`src/rtl/fpu_div_pkg.sv`:
```
// Shared definitions for the FPU divide path: significand widths, rounding
// mode encodings and the divider state encoding.
package fpu_div_pkg;

   // Significand width including the hidden bit, and quotient bits produced
   localparam int FPU_MW = 24;
   localparam int FPU_QW = FPU_MW + 2;

   // Rounding mode encodings
   localparam logic [1:0] RM_RNE  = 2'b00;
   localparam logic [1:0] RM_RZ   = 2'b01;
   localparam logic [1:0] RM_PINF = 2'b10;
   localparam logic [1:0] RM_NINF = 2'b11;

   typedef enum logic [1:0] {
      ST_IDLE = 2'd0,
      ST_DIV  = 2'd1,
      ST_RND  = 2'd2
   } div_state_t;

endpackage

```
`src/rtl/div_round.sv`:
```
// Combinational significand rounder: applies the rounding increment selected
// by the rounding mode to an already-normalised fraction and reports inexact.
// Shared between the divide and multiply rounding paths.
module div_round
   import fpu_div_pkg::*;
#(
   parameter int FW = FPU_MW - 1
)(
   input  logic [FW-1:0] frac,
   input  logic          guard,
   input  logic          sticky,
   input  logic [1:0]    R_mode,
   input  logic          Sz,
   output logic [FW-1:0] Mz,
   output logic          Inexact
);

   function automatic logic round_inc(input logic [1:0] rm, input logic sgn,
                                      input logic g, input logic st, input logic lsb);
      logic r;
      r = 1'b0;
      case (rm)
         RM_RNE:  r = g & (st | lsb);
         RM_RZ:   r = 1'b0;
         RM_PINF: r = ~sgn & (g | st);
         RM_NINF: r = sgn & (g | st);
      endcase
      return r;
   endfunction

   logic inc;

   // Increment and inexact depend only on the discarded bits and the mode
   always_comb begin
      inc     = round_inc(R_mode, Sz, guard, sticky, frac[0]);
      Mz      = frac + FW'(inc);
      Inexact = guard | sticky;
   end

endmodule

```
`src/rtl/significand_divider.sv`:
```
// Iterative restoring significand divider, one quotient bit per clock.
// Produces the normalised, rounded fraction of Mx/My plus SHL, Inexact and
// Div_by_zero flags, with a Start/Done handshake.
// Optional build macro SIGNIFICAND_DIV_EARLY_TERM_EN: stop iterating as soon
// as the partial remainder becomes zero (results unchanged, latency shorter).
module significand_divider
   import fpu_div_pkg::*;
#(
   parameter int MW = FPU_MW,
   parameter int QW = MW + 2
)(
   input  logic          CLK,
   input  logic          RST,
   input  logic          Start,
   input  logic [MW-1:0] Mx,
   input  logic [MW-1:0] My,
   input  logic [1:0]    R_mode,
   input  logic          Sz,
   output logic          Busy,
   output logic          Done,
   output logic [MW-2:0] Mz,
   output logic          SHL,
   output logic          Inexact,
   output logic          Div_by_zero
);

   localparam int CW = $clog2(QW);

   div_state_t    state_q, state_d;
   logic [MW:0]   rem_q, rem_d;
   logic [QW-1:0] q_q, q_d;
   logic [CW-1:0] cnt_q, cnt_d;
   logic [MW-1:0] my_q, my_d;
   logic [1:0]    rmode_q, rmode_d;
   logic          sz_q, sz_d;
   logic          dbz_q, dbz_d;
   logic          zero_q, zero_d;

   logic [MW:0]   my_ext, rem_step;
   logic          ge;
   logic [QW-1:0] q_step;

   logic [MW-2:0] frac, rnd_mz, mz_d;
   logic          guard, sticky, shl_sel, rnd_inexact;
   logic          done_d, shl_d, inx_d, dz_out_d;

   assign Busy = (state_q != ST_IDLE);

   // One restoring step: compare, conditionally subtract, shift remainder
   always_comb begin
      my_ext   = {1'b0, my_q};
      ge       = (rem_q >= my_ext);
      rem_step = ge ? ((rem_q - my_ext) << 1) : (rem_q << 1);
      q_step   = {q_q[QW-2:0], ge};
   end

   // Normalisation: pick fraction, guard and sticky by the quotient MSB
   always_comb begin
      frac    = q_q[QW-2:2];
      guard   = q_q[1];
      sticky  = q_q[0] | (rem_q != '0);
      shl_sel = 1'b0;
      if (!q_q[QW-1]) begin
         frac    = q_q[QW-3:1];
         guard   = q_q[0];
         sticky  = (rem_q != '0);
         shl_sel = 1'b1;
      end
   end

   div_round #(.FW(MW-1)) u_round (
      .frac    (frac),
      .guard   (guard),
      .sticky  (sticky),
      .R_mode  (rmode_q),
      .Sz      (sz_q),
      .Mz      (rnd_mz),
      .Inexact (rnd_inexact)
   );

   // Next-state, datapath update and result capture
   always_comb begin
      state_d  = state_q;
      rem_d    = rem_q;
      q_d      = q_q;
      cnt_d    = cnt_q;
      my_d     = my_q;
      rmode_d  = rmode_q;
      sz_d     = sz_q;
      dbz_d    = dbz_q;
      zero_d   = zero_q;
      done_d   = 1'b0;
      mz_d     = Mz;
      shl_d    = SHL;
      inx_d    = Inexact;
      dz_out_d = Div_by_zero;
      case (state_q)
         ST_IDLE: begin
            if (Start) begin
               my_d    = My;
               rmode_d = R_mode;
               sz_d    = Sz;
               rem_d   = {1'b0, Mx};
               q_d     = '0;
               cnt_d   = CW'(QW - 1);
               dbz_d   = ~My[MW-1];
               zero_d  = ~Mx[MW-1];
               state_d = (~My[MW-1] | ~Mx[MW-1]) ? ST_RND : ST_DIV;
            end
         end
         ST_DIV: begin
            rem_d = rem_step;
            q_d   = q_step;
            cnt_d = cnt_q - CW'(1);
            if (cnt_q == '0) begin
               state_d = ST_RND;
            end
`ifdef SIGNIFICAND_DIV_EARLY_TERM_EN
            else if (rem_step == '0) begin
               // Remaining quotient bits are all zero: align and finish now
               q_d     = q_step << cnt_q;
               cnt_d   = '0;
               state_d = ST_RND;
            end
`endif
         end
         ST_RND: begin
            done_d  = 1'b1;
            state_d = ST_IDLE;
            if (dbz_q | zero_q) begin
               mz_d     = '0;
               shl_d    = 1'b0;
               inx_d    = 1'b0;
               dz_out_d = dbz_q;
            end else begin
               mz_d     = rnd_mz;
               shl_d    = shl_sel;
               inx_d    = rnd_inexact;
               dz_out_d = 1'b0;
            end
         end
         default: state_d = ST_IDLE;
      endcase
   end

   // Control state and visible results, cleared by reset
   always_ff @(posedge CLK or negedge RST) begin
      if (!RST) begin
         state_q     <= ST_IDLE;
         Done        <= 1'b0;
         Mz          <= '0;
         SHL         <= 1'b0;
         Inexact     <= 1'b0;
         Div_by_zero <= 1'b0;
      end else begin
         state_q     <= state_d;
         Done        <= done_d;
         Mz          <= mz_d;
         SHL         <= shl_d;
         Inexact     <= inx_d;
         Div_by_zero <= dz_out_d;
      end
   end

   // Working registers; always loaded on Start before being consumed
   always_ff @(posedge CLK) begin
      rem_q   <= rem_d;
      q_q     <= q_d;
      cnt_q   <= cnt_d;
      my_q    <= my_d;
      rmode_q <= rmode_d;
      sz_q    <= sz_d;
      dbz_q   <= dbz_d;
      zero_q  <= zero_d;
   end

endmodule

```
`config.mk`:
```
export PLATFORM = sky130hd
export DESIGN_NAME = significand_divider
export DESIGN_NICKNAME = d
export VERILOG_FILES = /design/src/rtl/fpu_div_pkg.sv /design/src/rtl/div_round.sv /design/src/rtl/significand_divider.sv
export SDC_FILE = /design/constraint.sdc
export NUM_CORES = 1
export LEC_CHECK = 0
export BUFFER_PORTS_ARGS = -buffer_cell sky130_fd_sc_hd__buf_2
export CAP_MARGIN = 40
export CORE_UTILIZATION = 55
export DETAILED_ROUTE_END_ITERATION = 8
export PLACE_DENSITY_LB_ADDON = 0.25
export SYNTH_ARGS = -nofsm -noshare
export SYNTH_HDL_FRONTEND = slang
export SYNTH_HIERARCHICAL = 1
export SYNTH_SLANG_ARGS = --single-unit
export TNS_END_PERCENT = 50
```
`constraint.sdc`:
```
create_clock -name CLK -period 4 [get_ports CLK]
set_input_delay 0.6 -clock CLK [delete_from_list [all_inputs] [get_ports CLK]]
set_output_delay 0.6 -clock CLK [all_outputs]
set_load 0.05 [all_outputs]
```
### Yosys cells after proc, flatten, opt, wreduce, memory -nomap -nowiden

Cells that the tools add are included.

| word-level totals | value |
|---|---|
| bits in registers | 114 |
| bits of input ports | 54 |
| logic and storage cells | 66 |

| operators by class | value |
|---|---|
| $add $sub $neg | 3 |
| order comparisons | 1 |
| eq/ne operators | 7 |
| muxes and demuxes | 21 |
| bitwise operators | 11 |
| reductions and logical operators | 9 |

Operators by type and width:

| cell | count |
|---|---|
| $pmux 26 s2 | 1 |
| $mux 25 | 2 |
| $pmux 25 s2 | 1 |
| $mux 23 | 2 |
| $mux 26 | 1 |
| $ge 25x24->1 | 1 |
| $reduce_bool 25->1 | 1 |
| $sub 24x24->24 | 1 |
| $add 23x1->23 | 1 |
| $pmux 5 s2 | 1 |
| $mux 1 | 7 |
| $eq 2x2->1 const B | 3 |
| $mux 2 | 3 |
| $reduce_and 2->1 | 3 |
| $logic_not 5->1 | 1 |
| $mux 5 | 1 |
| $or 1x1->1 | 5 |
| $sub 5x1->5 const B | 1 |
| $eq 2x1->1 const B | 2 |
| $logic_not 2->1 | 2 |
| $ne 2x2->1 const B | 2 |
| $pmux 1 s4 | 1 |
| $pmux 2 s2 | 1 |
| $reduce_bool 2->1 | 2 |
| other kinds (2) | 6 |

### Logic depth before layout (Yosys ltp)

Gate-level depths: netlist of run 1.

| logic depth | value |
|---|---|
| word-level depth | 8 |
| depth in mapped cells | 13 |
| depth with buffers taken out | 13 |

### Hierarchy

Netlist of run 1, hierarchy kept.

Modules (own cells, without submodules):

| module | instances | cells an instance | area an instance (µm²) | sequential area each (µm²) |
|---|---|---|---|---|
| significand_divider | 1 | 511 | 5,955.7 | 3,278.1 |
| div_round | 1 | 64 | 474.2 | 0.0 |

### Worst setup path before layout of run 1

No wires, ideal clock.

| timing path | value |
|---|---|
| kind | input to register |
| from | input Start |
| to | register cnt_q[0] (enable) |
| setup time | 0.471 ns |
| arrival | 3.013 ns |
| path slack | 0.517 ns |
| stages | 2 |
| path buffers | 0 |
| path through | nor2_1 -> nor2_1 |

| on the way | value |
|---|---|
| longest elaborated chain between the ends | 2 |

RTL lines:

| element | RTL line | RTL |
|---|---|---|
| start: declaration | significand_divider.sv:14 | `input logic Start,` |
| $ne 2x2->1 (no source line) | n/a |  |
| $reduce_and 2->1 (no source line) | n/a |  |
| end signal: assignment | significand_divider.sv:169 | `cnt_q <= cnt_d;` |
| end: declaration | significand_divider.sv:32 | `logic [CW-1:0] cnt_q, cnt_d;` |

Every way passes these cells.
A chain may end at the register's enable or synchronous reset.

### Final worst setup path of run 1

| timing path | value |
|---|---|
| from | register rem_q[3] |
| to | register rem_q[7], data pin |

| on the way | value |
|---|---|
| longest elaborated chain between the ends | 3 |

RTL lines:

| element | RTL line | RTL |
|---|---|---|
| start: declaration | significand_divider.sv:30 | `logic [MW:0] rem_q, rem_d;` |
| start signal: assignment | significand_divider.sv:167 | `rem_q <= rem_d;` |
| $sub 24x24->24 or $ge 25x24->1 (tied branches) | significand_divider.sv:53, significand_divider.sv:52 |  |
| $mux 25 (*) | significand_divider.sv:53 | `rem_step = ge ? ((rem_q - my_ext) << 1) : (rem_q << 1);` |
| $pmux 25 s2 (*) | significand_divider.sv:97 | `case (state_q)` |
| net rem_d[7] | significand_divider.sv:30 |  |

Mark *: on every way through the listed nets, which the timed path passes. The rest lies on a longest branch.

==> metrics.md, run 1 <==
| Metric | Value |
|---|---|
| Leakage power | between 3 and 4 nW |
| #FFs+latches synth | 114 |
| Post-synth EDFFs | 85 |
| Vias after detailed routing | 4529 |
| Crit-path max FO | 28 |
| Pwr dens | approximately 550 nW/µm² |
| Vias in the first global route | between 4k and 5k |
| Post-cts hold buffer count | 0 |
| Pre-Repair DR Iteration Count | 5 |
| Status | finished clean |
| Die X-Extent | 110 µm |
| Initial Utilization | a little under three fifths |
| Syn_nets | roughly 660 |
| Final instance area | approximately 7600 µm² |
| Ys Warns | 6 |
| Detail Placement HPWL | a little over 9000 µm |
| DRC | 0 |
| Clk_skew | ~13 ps |
| Setup violators final | 0 |
| Worst Path Arrival | between 3000 and 4000 ps |
| Part of the power in the clock network | between 30% and 40% |
| Worst-path clk slew | 50 ps |
| CP endpoint kind | register |
| ANT nets after route | 0 |
| Multiplexer share of the synthesized area | 5.31% |
| Number of diodes | 0 |
| R2R depth | 11 |
| Area delta synth->final | 17.9% |
| Mapped Avg Cell Area | 11.2 µm² |
| I/O Pins | 82 |
| R2R Setup Slk | between 700 and 800 ps |
| Area share of xor/xnor cells in the synthesized design | roughly 6.1% |
| Ys async rst share | 25.4% |
| Total track usage | a little under a quarter |
| Worst Hold Class | in2async |
| Largest net degree at the start of global routing | 30 |
| Post-route minimum period | about 3300 ps |
| Seq/Total Area, Yosys | 51.0% |
| Die area | around 12000 µm² |
| Fraction of the mapped netlist area in adder cells | ~5.6% |
| Post-CTS Setup Repair Bufs | 0 |
| GP Congestion | around 0.86 |
| P_int | approximately 2.8 mW |
| Fin crit share | roughly four fifths |
| Max_cap viols | 0 |
| Switch Pwr | around 1.4 mW |
| Initial antenna violation count | 0 |
| M1 GR Usage | between 20% and 30% |
| Slew Viols, Final | 0 |
| Clock Latency Late Sink | 420 ps |
| Row count | 39 |
| CP Cell Sequence | ha_1 > a21o_1 > a21oi_2 > a211oi_2 > nor3_4 > a21oi_2 > a41oi_4 > buf_4 > nor2_1 > a21oi_1 > o21ai_1 |
| CTS H-Tree Depth | 4 |
| M3 GR Usage | between 6 and 7% |
| Yosys cell types | 54 |
| Synthesized area | 6430 µm² |
| Routing usage on met2 | 39.2% |
| CTS Sinks | 114 |
| RSZ-0062 raised after global routing | no |
| FF-to-FF End | rem_q[7]$_DFFE_PP_ |
| Gr busiest metal | met2 |
| Root Buffer Master | clkbuf_16 |
| Starting DRC count in detailed routing | 242 |
| Cell mode on critical path | a21oi_2 |
| Comb pwr share | between 20 and 30% |
| TritonCTS Buffers | 17 |
| Peak supply drop | 0.000522 V |
| Critical path required time | 4160 ps |
| Largest family of logic cells by synthesized area | simple AND/OR/NAND/NOR gates |
| Setup TNS | 0 ps |
| Worst path max stage delay | approximately 500 ps |
| Startpoint types | register |
| Setup Crit Path Kind | reg2reg |
| Gates resized, CTS repair | 0 |
| Final net count | 746 |
| Synth Flop Type | edfxtp_1 |
| R2R Path Start | rem_q[3]$_DFFE_PP_ |
| Drt wl/cell | roughly 16 µm |
| Seq pwr share | 37.3% |
| Global-route wire length before repair | approximately 21000 µm |
| Post-synthesis instance total | about 580 |
| Worst Max-Slew Pin Slew | 878 ps |
| CTS tree | done |
| Switch share | 32.7% |
| Core area | roughly 11000 µm² |
| Post-synthesis compound-gate area fraction | 13.8% |
| CTS max path bufs | 2 |
| Placed Area | approximately 7000 µm² |
| GRT overflow | 0 |
| Synth Area in Simple Gates | between 10% and 20% |
| Routed WL | roughly 13000 µm |
| Fin. Hold Viols | 0 |
| Die height | between 100 and 150 µm |
| Slew margin rel. | 41.3% |
| Crit path from | rem_q[3]$_DFFE_PP_ |
| Layout cell share with drive strength beyond 1 | 24.5% |
| Critical path's slowest cell | a41oi_4 |
| Highest clock rate | between 0.3 and 0.4 GHz |
| Routed vias/inst | approximately 5.5 |
| Port-buffer cells | 81 |
[cell usage in the layout (no fill, tap or decap), types with 3 or more instances in the layout]
master      count
nand2_1        42
clkinv_1        3
a21o_1         11
mux2_2         25
nand3_1        15
edfxtp_1       85
nand2b_1        5
o21ai_1        20
xnor2_1        27
buf_2          81
clkbuf_16      17
inv_1          33
dfrtp_1        29
mux2i_1         6
or2_2           3
a21oi_1        35
o21a_1          4
nor2b_1         5
xor2_1         18
nand4_1         6
nor2_1         37
nor3_1          7
o21ai_0        10
and2_1         29
nor4_1          6
a22o_1         24
ha_1           27
clkinv_2        5
and3_1          9
clkinvlp_4      3
buf_4           7
[power by group through the flow]
stage	clock [mW]	sequential [mW]	combinational (mW)
6_report	1.43	1.57	1.21
5_1_grt	1.50	1.59	1.33
4_1_cts	1.46	1.57	1.21
3_5_place_dp	0	1.59	1.19
3_3_place_gp	0	1.58	1.16
2_1_floorplan	0	1.75	0.769
[through the flow]
stage,worst slack (ps),hold slack [ps],instances,utilization (%),power [mW]
final,733,209,820,66.4,4.20
after global routing,517,258,820,66.4,4.42
after CTS,741,218,820,66.4,4.23
after detailed placement,760,472,788,61.5,2.78
after global placement,834,465,786,61.1,2.74
after floorplan,517,304,575,-,2.51
[flip-flops by register name (all words and copies together), names as in the netlist]
register     cells
state_q          2
Div_by_zero      1
Done             1
dbz_q            1
rem_q           25
Inexact          1
Mz              23
q_q             26
cnt_q            5
rmode_q          2
zero_q           1
sz_q             1
SHL              1
my_q            24
[cell type report]
| type | count | area (µm²) |
|---|---|---|
| Fill cell | 869 | 3840 |
| Sequential cell | 114 | 3280 |
| Multi-Input combinational cell | 408 | 2940 |
| Timing Repair Buffer | 90 | 500 |
| Clock buffer | 19 | 443 |
| Tap cell | 143 | 179 |
| Inverter | 33 | 124 |
| Clock inverter | 13 | 119 |
[how the worst max path moves through the flow]
stage | to | depth (start not counted)
3_3_place_gp | rem_q[14]$_DFFE_PP_ | 11
2_1_floorplan | cnt_q[0]$_SDFFCE_PN1P_ | 2
3_5_place_dp | rem_q[11]$_DFFE_PP_ | 10
6_report | rem_q[7]$_DFFE_PP_ | 11
5_1_grt | rem_q[11]$_DFFE_PP_ | 10
4_1_cts | rem_q[11]$_DFFE_PP_ | 10
[synthesized netlist by cell type (8+ instances only)]
library cell | n | share of area [%]
ha_1 | 27 | 5.3
nand3_1 | 15 | 1.2
dfrtp_1 | 29 | 11
xnor2_1 | 27 | 3.7
o21ai_1 | 20 | 1.6
nand2_1 | 42 | 2.5
a22o_1 | 24 | 3.3
inv_1 | 33 | 1.9
o21ai_0 | 10 | 0.78
clkbuf_1 | 16 | 0.93
a21o_1 | 11 | 1.3
a21oi_1 | 35 | 2.7
nor2_1 | 39 | 2.3
and2_1 | 29 | 2.8
xor2_1 | 18 | 2.5
and3_1 | 9 | 0.88
mux2_2 | 25 | 4.4
nor3_1 | 8 | 0.62
edfxtp_1 | 85 | 40
[cell families (layout without fill, tap and decap cells)]
logic type	count (synthesis)	count (layout)
AND/OR/NAND/NOR	177	177
AO/OA/AOI/OAI	127	127
flip-flops	114	114
buffers and inverters	53	155
XOR/XNOR	45	45
multiplexers	31	31
adder cells (fa/ha/maj)	28	28
[critical path: cells and delay by family, from the launching register on]
kind	cells	cell delay (ps)
AO/OA/AOI/OAI	7	1400
AND/OR/NAND/NOR	2	360
adder cells (fa/ha/maj)	1	390
buffers and inverters	1	420
flip-flops	1	430
[per-layer routing]
| metal | routed length [µm] | up-vias |
|---|---|---|
| met3 | 534 | 14 |
| met5 | 0 | - |
| met2 | 6430 | 108 |
| li1 | - | 2265 |
| met1 | 5840 | 2142 |
| met4 | 161 | 0 |
(Power assumes the default switching activity.)
==> run 2, diff against run 1 <==
--- a/config.mk
+++ b/config.mk
@@ -5,6 +5,7 @@
 export SDC_FILE = /design/constraint.sdc
 export NUM_CORES = 1
 export LEC_CHECK = 0
+export ABC_AREA = 1
 export BUFFER_PORTS_ARGS = -buffer_cell sky130_fd_sc_hd__buf_2
 export CAP_MARGIN = 40
 export CORE_UTILIZATION = 55
==> constraint.sdc (replaced) <==
create_clock -name CLK -period 3.1 [get_ports CLK]
set_input_delay 0.465 -clock CLK [delete_from_list [all_inputs] [get_ports CLK]]
set_output_delay 0.465 -clock CLK [all_outputs]
set_load 0.05 [all_outputs]
==> run 2 against run 1 <==
Effect of this change:
- utilization down 0.071 points
- fmax up 9.8%
- combinational power up 140%
- total power up 67%
- count of clock-buffer cells in the layout up 6
- clock power up 35%
- worst setup slack worse by 610 ps
- non-clock buffer count up 10
- critical path type unchanged
- largest cell class is now multi-input gates
- largest power group is now combinational cells
==> metrics.md, run 2 <==
| Metric | Value |
|---|---|
| Status | finished clean |
| Mapped Avg Cell Area | 7.53 µm² (-33%) |
| ANT nets after route | 0 (unchanged) |
| Yosys cell types | 43 (-20%) |
| Placed cells | 1257 (+60%) |
| Detail Placement HPWL | 13800 µm (+52%) |
| Setup Crit Path Kind | reg2reg |
| Worst Hold Class | in2async |
| Largest register FFs | 26 (unchanged) |
| Leakage power | 4.57 nW (+37%) |
| Most frequent cells in the layout | nand2_1, inv_1, nand3_1, edfxtp_1, buf_2 |
| R2R Path Start | rem_q[8]$_DFFE_PP_ |
| CTS max path bufs | 2 (unchanged) |
| Fin crit share | 96.0% (+14 points) |
| Worst-path clk slew | 50 ps (about the same) |
| Seq/Total Area, Yosys | 43.2% (-7.8 points) |
| Startpoint types | register |
| TritonCTS Buffers | 17 (unchanged) |
| Die area | 14300 µm² (+18%) |
| Area delta synth->final | 16.6% |
| Tot Pwr | 7.02 mW (+67%) |
| Largest net degree at the start of global routing | 45 (+50%) |
| Clk_skew | 7.72 ps (-4.84 ps) |
| Peak supply drop | 0.000454 V (-13%) |
| Synth top area share | 33.6% (-6.1 points) |
| Clock Latency Late Sink | 420 ps (about the same) |
| Layout cell share with drive strength beyond 1 | 15.6% (-8.9 points) |
| FF-to-FF End | Mz[20]$_DFFE_PN0P_ |
| Synthesized area | 7590 µm² (+18%) |
| Highest clock rate | 0.336 GHz (+9.8%) |
| #FFs+latches synth | 114 (unchanged) |
| Drt wl/cell | 14.5 µm (-8.3%) |
| Fin. Hold Viols | 0 (unchanged) |
| Post-cts hold buffer count | 0 (unchanged) |
| R2R Setup Slk | 120 ps (-610 ps) |
| Post-route minimum period | 2980 ps (-292 ps) |
| Fraction of the mapped netlist area in adder cells | 4.71% (-0.85 points) |
| Slew margin rel. | 52.7% (+11 points) |
| Starting DRC count in detailed routing | 543 (+120%) |
| Cell with the most instances after synthesis | nand2_1 |
| Post-CTS Setup Repair Bufs | 0 (unchanged) |
| Core area | 13300 µm² (+17%) |
| Seq pwr share | 31.7% (-5.6 points) |
| Post-synthesis instance total | 1008 (+75%) |
| Placed Area | 8260 µm² (+18%) |
| Initial Utilization | 56.9% (+0.57 points) |
| Ys async rst share | 25.4% (unchanged) |
| Number of diodes | 0 (unchanged) |
| Post-synth EDFFs | 85 (unchanged) |
| Ys Warns | 6 (unchanged) |
| Routed vias/inst | 5.21 (-5.6%) |
| Multiplexer share of the synthesized area | 0% (-5.3 points) |
| CTS Sinks | 114 (unchanged) |
| Port-buffer cells | 81 (unchanged) |
| Crit-path max FO | 5 (-82%) |
| GP Congestion | 0.942 (+9.3%) |
| Area share of xor/xnor cells in the synthesized design | 2.97% (-3.2 points) |
| Comb pwr share | 40.9% (+12 points) |
| Global-route wire length before repair | 30800 µm (+49%) |
| Dominant cells by area after synthesis | edfxtp_1, nand2_1, dfrtp_1 |
| Largest family of logic cells by synthesized area | simple AND/OR/NAND/NOR gates |
| Pwr dens | 794 nW/µm² (+43%) |
| Switch Pwr | 2.89 mW (+110%) |
| Final instance area | 8850 µm² (+17%) |
| Top Registers | q_q x26, rem_q x25, my_q x24 |
| Die X-Extent | 119 µm (+8.5%) |
| Slew Viols, Final | 0 (unchanged) |
| Total track usage | 27.9% (+5.1 points) |
| Syn_nets | 1090 (+66%) |
| Pre-Repair DR Iteration Count | 5 (unchanged) |
| Biggest register | q_q |
| Synth Flop Type | edfxtp_1 |
| Final cell count without fillers | 1289 (+57%) |
| GRT overflow | 0 (unchanged) |
| Worst Path Arrival | 3330 ps (-90 ps) |
| Most common cell after layout, fill and taps aside | nand2_1 |
| DRC | 0 (unchanged) |
| Synth Area in Simple Gates | 34.7% (+20 points) |
| P_int | 4.14 mW (+46%) |
| Yosys top cell by area | edfxtp_1 |
| Post-synthesis compound-gate area fraction | 4.17% (-9.6 points) |
| CP endpoint kind | register |
| Routed WL | 18700 µm (+44%) |
| CTS tree | done |
| Initial antenna violation count | 0 (unchanged) |
| Vias after detailed routing | 6719 (+48%) |
| Row count | 42 (+7.7%) |
| Critical path required time | 3450 ps (-710 ps) |
| Part of the power in the clock network | 27.4% (-6.6 points) |
| Max_cap viols | 0 (unchanged) |
| CTS H-Tree Depth | 4 (unchanged) |
| Vias in the first global route | 6229 (+41%) |
| Final net count | 1182 (+58%) |
| Synth top cells by count | nand2_1, inv_1, edfxtp_1, nand3_1, nor2_1 |
| R2R depth | 18 (+7) |
| Die height | 119 µm (+8.5%) |
| Setup violators final | 0 (unchanged) |
| Worst Max-Slew Pin Slew | 701 ps (-177 ps) |
| Gates resized, CTS repair | 0 (unchanged) |
| Root Buffer Master | clkbuf_16 |
| Switch share | 41.1% (+8.4 points) |
| I/O Pins | 82 (unchanged) |
[run 2: changes by cell type after synthesis, sizes merged, moves of 21 or more]
cell / before / now
a21oi: 37 / 16
a22o: 24 / 0
and2: 29 / 1
inv: 33 / 172
mux2: 25 / 0
nand2: 42 / 345
nand3: 15 / 95
nand4: 7 / 33
nor2: 39 / 94
[run 2: worst max-delay path, stage by stage, from the launching register on]
cell and delay, ps:
edfxtp_1 380, inv_1 90, nand4_1 150, nor4_1 450, nand4_1 200, or2_2 350
nand3_1 100, o31ai_1 70, ha_1 210, ha_1 230, nand2_2 100, nor2_4 50
nand2_4 120, nor2_8 50, nand2_1 60, nand2_1 50, nand2_1 80, nand3_1 80
nand2_1 80
[run 2: cell families after synthesis]
kind of cell	count (synthesis)
AO/OA/AOI/OAI	56
XOR/XNOR	24
adder cells (fa/ha/maj)	28
buffers and inverters	201
flip-flops	114
AND/OR/NAND/NOR	585
[run 2: worst max-delay path by stage]
stage / endpoint / start / depth (start not counted) / slack (ps)
6_report: Mz[20]$_DFFE_PN0P_ / rem_q[8]$_DFFE_PP_ / 18 / 120
2_1_floorplan: cnt_q[0]$_SDFFCE_PN1P_ / Start / 4 / 100
3_3_place_gp: Mz[10]$_DFFE_PN0P_ / rem_q[8]$_DFFE_PP_ / 16 / 290
5_1_grt: Mz[20]$_DFFE_PN0P_ / rem_q[24]$_SDFFCE_PN0P_ / 18 / -40
3_5_place_dp: Mz[10]$_DFFE_PN0P_ / rem_q[9]$_DFFE_PP_ / 16 / 200
4_1_cts: Mz[20]$_DFFE_PN0P_ / rem_q[9]$_DFFE_PP_ / 18 / 180
[run 2: cell type report]
type / instances / area [µm²]
repair buffers: 100 / 573
multi-input cells: 693 / 3540
flip-flops and latches: 114 / 3280
fillers: 1170 / 4500
inverters: 174 / 653
clock inverters: 7 / 70.1
clock buffers: 25 / 517
well taps: 176 / 220
[run 2: stage by stage]
stage	setup TNS [ps]	worst slack [ps]	hold slack [ps]	utilization, %
4_1_cts	0	179	77.7	66.3
3_3_place_gp	0	288	452	61.9
6_report	0	125	69.1	66.3
2_1_floorplan	0	102	169	-
3_5_place_dp	0	200	460	61.9
5_1_grt	-101	-38.7	114	66.3
[run 2: power by group through the flow]
stage                     logic [mW]  registers [mW]  clock network [mW]
after floorplan                 1.76            2.58                   0
after global placement          2.82            2.24                   0
after detailed placement        2.84            2.24                   0
after CTS                       2.86            2.22                1.95
after global routing            3.18            2.26                2.01
final                           2.87            2.22                1.93
[run 2: routing by layer]
metal	up-vias	GRT usage (%)	routed length [µm]	share of wire, %
met5	-	0	0	0
met4	0	9.22	335	1.8
met3	26	4.99	1610	8.6
met2	249	40.6	7780	42
met1	3045	41.9	8980	48
li1	3399	-	-	-
